--- src/rtl/intr_ctrl_pkg.sv ---
// Shared types and register-map constants for the OTTER interrupt controller.
package intr_ctrl_pkg;

  typedef enum logic [1:0] {
    IDLE = 2'd0,
    REQ  = 2'd1,
    HOLD = 2'd2
  } intrState_t;

  localparam logic [3:0] OFS_MASK  = 4'h0;
  localparam logic [3:0] OFS_PEND  = 4'h4;
  localparam logic [3:0] OFS_CAUSE = 4'h8;
  localparam logic [3:0] OFS_ACK   = 4'hC;

  localparam int CAUSE_VALID_BIT = 31;

endpackage

--- src/rtl/intr_edge_sync.sv ---
// One interrupt source: optional synchronizer chain, previous-value flop and
// rising-edge event. Deliberately unreset so a line held high across reset is not an event.
module intr_edge_sync #(
  parameter int SYNC_STAGES = 2
) (
  input  logic CLK,
  input  logic srcRaw,
  output logic srcEvt
);

  logic syncOut;
  logic prevReg;

  generate
    if (SYNC_STAGES == 0) begin : g_noSync
      assign syncOut = srcRaw;
    end else begin : g_sync
      logic [SYNC_STAGES-1:0] syncReg;

      always_ff @(posedge CLK) begin
        syncReg[0] <= srcRaw;
        for (int i = 1; i < SYNC_STAGES; i++) begin
          syncReg[i] <= syncReg[i-1];
        end
      end

      assign syncOut = syncReg[SYNC_STAGES-1];
    end
  endgenerate

  always_ff @(posedge CLK) begin
    prevReg <= syncOut;
  end

  assign srcEvt = syncOut & ~prevReg;

endmodule

--- src/rtl/intr_ctrl.sv ---
// Interrupt controller: latches source edges into PEND, masks, picks the
// lowest-index active source as CAUSE and sequences INTR with an ACK holdoff.
module intr_ctrl
  import intr_ctrl_pkg::*;
#(
  parameter int          N_SRC       = 4,
  parameter logic [31:0] BASE_ADDR   = 32'h1100_0100,
  parameter int          HOLDOFF_CYC = 4,
  parameter int          SYNC_STAGES = 2
) (
  input  logic             CLK,
  input  logic             RST,
  input  logic [N_SRC-1:0] SRC,
  input  logic [31:0]      IOBUS_ADDR,
  input  logic [31:0]      IOBUS_OUT,
  input  logic             IOBUS_WR,
  output logic [31:0]      RD_DATA,
  output logic             RD_HIT,
  output logic             INTR
);

  logic [N_SRC-1:0] srcEvt;
  logic [N_SRC-1:0] maskReg;
  logic [N_SRC-1:0] pendReg;
  logic [N_SRC-1:0] active;
  logic [N_SRC-1:0] ackVec;
  logic [3:0]       regOfs;
  logic             wrEn;
  logic             ackValid;
  logic             causeValid;
  logic [3:0]       causeIdx;

  intrState_t stateReg, stateNext;
  logic [7:0] cntReg, cntNext;

  genvar gi;
  generate
    for (gi = 0; gi < N_SRC; gi++) begin : g_src
      intr_edge_sync #(.SYNC_STAGES(SYNC_STAGES)) uEdgeSync (
        .CLK    (CLK),
        .srcRaw (SRC[gi]),
        .srcEvt (srcEvt[gi])
      );
      assign ackVec[gi] = ackValid && (IOBUS_OUT[3:0] == 4'(gi));
    end
  endgenerate

  // Only the four word-aligned offsets inside our 16-byte window decode.
  assign RD_HIT   = (IOBUS_ADDR[31:4] == BASE_ADDR[31:4]) && (IOBUS_ADDR[1:0] == 2'b00);
  assign regOfs   = IOBUS_ADDR[3:0];
  assign wrEn     = IOBUS_WR && RD_HIT;
  assign ackValid = wrEn && (regOfs == OFS_ACK) && (IOBUS_OUT < 32'(N_SRC));

  always_ff @(posedge CLK) begin
    if (RST) begin
      maskReg <= '0;
      pendReg <= '0;
    end else begin
      if (wrEn && (regOfs == OFS_MASK)) begin
        maskReg <= IOBUS_OUT[N_SRC-1:0];
      end
      // A fresh event outranks an ACK of the same source so it is never lost.
      pendReg <= srcEvt | (pendReg & ~ackVec);
    end
  end

  assign active     = pendReg & maskReg;
  assign causeValid = |active;

  always_comb begin
    causeIdx = 4'd0;
    for (int i = N_SRC - 1; i >= 0; i--) begin
      if (active[i]) begin
        causeIdx = 4'(i);
      end
    end
  end

  always_comb begin
    RD_DATA = '0;
    if (RD_HIT) begin
      case (regOfs)
        OFS_MASK: RD_DATA[N_SRC-1:0] = maskReg;
        OFS_PEND: RD_DATA[N_SRC-1:0] = pendReg;
        OFS_CAUSE: begin
          if (causeValid) begin
            RD_DATA[CAUSE_VALID_BIT] = 1'b1;
            RD_DATA[3:0]             = causeIdx;
          end
        end
        default: RD_DATA = '0;
      endcase
    end
  end

  always_ff @(posedge CLK) begin
    if (RST) begin
      stateReg <= IDLE;
      cntReg   <= 8'd0;
    end else begin
      stateReg <= stateNext;
      cntReg   <= cntNext;
    end
  end

  always_comb begin
    stateNext = stateReg;
    cntNext   = cntReg;
    case (stateReg)
      IDLE: begin
        if (causeValid) stateNext = REQ;
      end
      REQ: begin
        if (ackValid || !causeValid) begin
          stateNext = HOLD;
          cntNext   = 8'(HOLDOFF_CYC - 1);
        end
      end
      HOLD: begin
        if (cntReg == 8'd0) stateNext = IDLE;
        else                cntNext   = cntReg - 8'd1;
      end
      default: stateNext = IDLE;
    endcase
  end

  assign INTR = (stateReg == REQ);

endmodule

--- config.mk ---
export PLATFORM = sky130hd
export DESIGN_NAME = intr_ctrl
export DESIGN_NICKNAME = d
export VERILOG_FILES = /design/src/rtl/intr_ctrl_pkg.sv /design/src/rtl/intr_edge_sync.sv /design/src/rtl/intr_ctrl.sv
export SDC_FILE = /design/constraint.sdc
export NUM_CORES = 1
export LEC_CHECK = 0
export ABC_AREA = 1
export CORE_MARGIN = 10
export CORE_UTILIZATION = 39
export DETAILED_ROUTE_END_ITERATION = 10
export GPL_TIMING_DRIVEN = 1
export PLACE_DENSITY = 0.81
export SYNTH_ARGS = -nofsm -noshare
export SYNTH_HDL_FRONTEND = slang
export SYNTH_SLANG_ARGS = --single-unit
--- constraint.sdc ---
create_clock -name CLK -period 1.5 [get_ports CLK]
set_input_delay 0.3 -clock CLK [delete_from_list [all_inputs] [get_ports CLK]]
set_output_delay 0.3 -clock CLK [all_outputs]
set_load 0.02 [all_outputs]
==> impl_results.md <==
- Outcome: finished, violations left
- Failing checks: setup timing
- Post-Syn Instances: 297
- First-pass GRT wire length: just over 10 mm
- CTS H-Tree Depth: 2
- Final worst setup slack: -0.1969 ns
- Via density: around 4.5
- Skew-Pair Late Insertion Delay: 0.29 ns
- Ant. Diodes: 0
- Final HPWL DP: 4.861 mm
- Synth area leader: dfxtp_1
- Pwr Density: 555.9 mW/mm2
- Layout cells sized above 1: between 40% and 50%
- Ranking of synthesized cells by area: dfxtp_1 (31%), nand2_1 (13%), nor2_1 (12%), buf_4 (11%), inv_1 (7.9%)
- Final setup violation count: 10
- Power, Total: 1.894 mW
- Crit path launch type: input port
- Routed WL per cell: 14.47 um
- Met2 Track Usage GR: 26.51%
- Worst Path Arrival: 1.40 ns
- Most frequent cells after synthesis: nand2_1 (64), nor2_1 (59), inv_1 (40)
- Total wire length: 7.206 mm
- Quantity of hold-fixing buffers added after cts: 0
- Final Hold Fails: 0
- 1st-pass router iterations: 4
- DRC Markers: 0
- Reg clk slew, reported paths: roughly 0.07 ns
- WHS: roughly 0.32 ns
- Buf/Inv on CP: 2
- Syn_area_per_cell: between 6 and 7 um2
- Clk buf depth: 2
- Worst min path class: reg -> reg
- Routed Antenna Nets: 0
- Slowest cell on crit path: a31oi_4
- Core Rows: 25
- Synth warnings: 0
- MaxCap Viol Count: 0
- Clock Skew: 0.006050 ns
- Reg2Reg Setup Slack: 0.01 ns
- DR vias: 2263
- CP Data Required Time: 1.20 ns
- Leakage: around 1.8 nW
- Buffers added on ports: 77
- Area share of the largest cell type after synthesis: 31.50%
- Most common cell in the synthesized netlist: nand2_1
- Final Cycle Share: 113.1%
- Pre-CTS WS: -1.055 ns
- Grt total ovfl: 0
- Largest net degree at the start of global routing: 11
- DR iter-0 viols: 83
- Clk sinks: 30
- Crit. End Element: output pin
- Seq/Total Area, Yosys: between 30% and 40%
- Ys async rst share: 0%
- End-of-flow core utilization: between 70% and 80%
- Post-synth EDFFs: 0
- RSZ-0062 raised after global routing: yes
- Worst-path cell chain: buf_6 > nor2_4 > nand2_2 > nor2_4 > nand3_4 > nor2_8 > nand3_4 > a31oi_4 > buf_6
- Met1 Use GR: 16.20%
- Tmin final: 1.697 ns
- Area delta synth->final: 78.67%
- Grt peak-use layer: met2
- M3 GR Usage: 4.821%
- Top Family by Delay on Critical Path: simple AND/OR/NAND/NOR gates
- Mapped cell area: 0.001907 mm2
- Die width: 89.93 um
- CP peak stage delay: 0.17 ns
- Synth Register Bits: 30
- Die area: between 0.008 and 0.009 mm2
- Worst vdd ir: 0.0007671 V
- Top_reg_cell synth: dfxtp_1
- Core region area: about 0.0047 mm2
- Gr usage total: between 10% and 20%
- Max Fanout on Critical Path: 4
- Setup_tns: -1.154 ns
- Highest Clock Rate: 589.3 MHz
- CTS buffer count: 5
- Unique masters post-synth: 27
- Initial Util: 40.37%
- Final Max Slew Viols: 0
- RD Place Congestion: 0.8569
- CP Class: in -> out
- Vias in the first global route: 2152
- I/O Pins: about 110
- Nets@finish: 503
- CTS tree: done
- CTS Root Cell: clkbuf_8
- Initial antenna violation count: 0
- Die Y: 89.93 um
## power breakdown
group	internal (mW)	switching [mW]
registers	0.822	0.0106
logic	0.187	0.187
clock network	0.368	0.320
## flip-flops by register name, summed over array words and instances (netlist names)
signal,count
maskReg,4
stateReg,2
pendReg,4
g_src.uEdgeSync.prevReg,4
g_src.uEdgeSync.g_sync.syncReg,8
cntReg,8
## worst register-to-register path, stage by stage (launching register included)
cell and delay (ns):
dfxtp_2 0.37, nand2_1 0.07, nand2_1 0.10, nor2_2 0.07
buf_4 0.14, nor2_4 0.13, nand2_8 0.09, buf_4 0.15
a21oi_1 0.17, nor2_1 0.08
## what timing repair did
item | in CTS | in global routing
pin swaps | 32 | 48
setup buffers | 14 | 10
gates resized for setup | 155 | 100
setup endpoints to repair | 25 | 21
## cell families (layout without fill, tap and decap cells)
logic type	after synthesis	count (layout)	synth area share, %
XOR/XNOR	1	1	0.4594
buffers and inverters	72	180	19.49
AO/OA/AOI/OAI	22	22	6.431
adder cells (fa/ha/maj)	2	2	1.312
other	1	27	0.1967
flip-flops	30	30	31.50
AND/OR/NAND/NOR	169	169	40.62
## per-layer routing
| metal | vias to the layer above | part of all wire, % | wire (um) |
|---|---|---|---|
| li1 | 1134 | - | - |
| met1 | 1042 | 39 | 2796 |
| met2 | 75 | 54 | 3897 |
| met3 | 12 | 5.5 | 396 |
| met4 | 0 | 1.6 | 115 |
| met5 | - | 0 | 0 |
## worst paths after layout
check / from / endpoint / depth (start not counted)
min: g_src[2].uEdgeSync.g_sync.syncReg[0] / g_src[2].uEdgeSync.g_sync.syncReg[1] / 0
max: IOBUS_ADDR[21] / RD_DATA[0] / 9
min reg2reg: g_src[2].uEdgeSync.g_sync.syncReg[0] / g_src[2].uEdgeSync.g_sync.syncReg[1] / 0
max reg2reg: pendReg[3] / cntReg[2] / 9
## layout by cell type, fill, tap and decap left out, types with 2 or more instances in the layout
cell and n:
a211oi_1 4, a21oi_1 9, a21oi_2 5, a31oi_4 2, buf_2 18, buf_4 47, buf_6 18, clkbuf_2 6
clkbuf_8 6, clkdlybuf4s15_1 2, clkdlybuf4s50_1 8, conb_1 27, dfxtp_1 26, dfxtp_2 4, dlymetal6s2s_1 28, inv_1 36
inv_2 8, nand2_1 53, nand2_2 9, nand2_4 3, nand2_8 2, nand3_1 16, nand3_2 7, nand3_4 3
nand4_1 5, nor2_1 39, nor2_2 17, nor2_4 9, nor3_2 2, o21ai_0 2
## final cells by class
cell class | count | area, um2
Multi-Input combinational cell | 221 | 1320
Fill cell | 344 | 1316
Timing Repair Buffer | 128 | 1137
Sequential cell | 30 | 605.6
Inverter | 44 | 165.2
Tap cell | 67 | 83.83
Clock buffer | 6 | 82.58
Clock inverter | 2 | 12.51
## metrics by stage
stage                     cell area [um2]  std cells
after floorplan                      2057        323
after CTS                            3054        489
after global placement               2915        467
after global routing                 3407        498
after detailed placement             2915        467
final                                3407        498
Note: power is estimated with default switching activity, not from simulation.
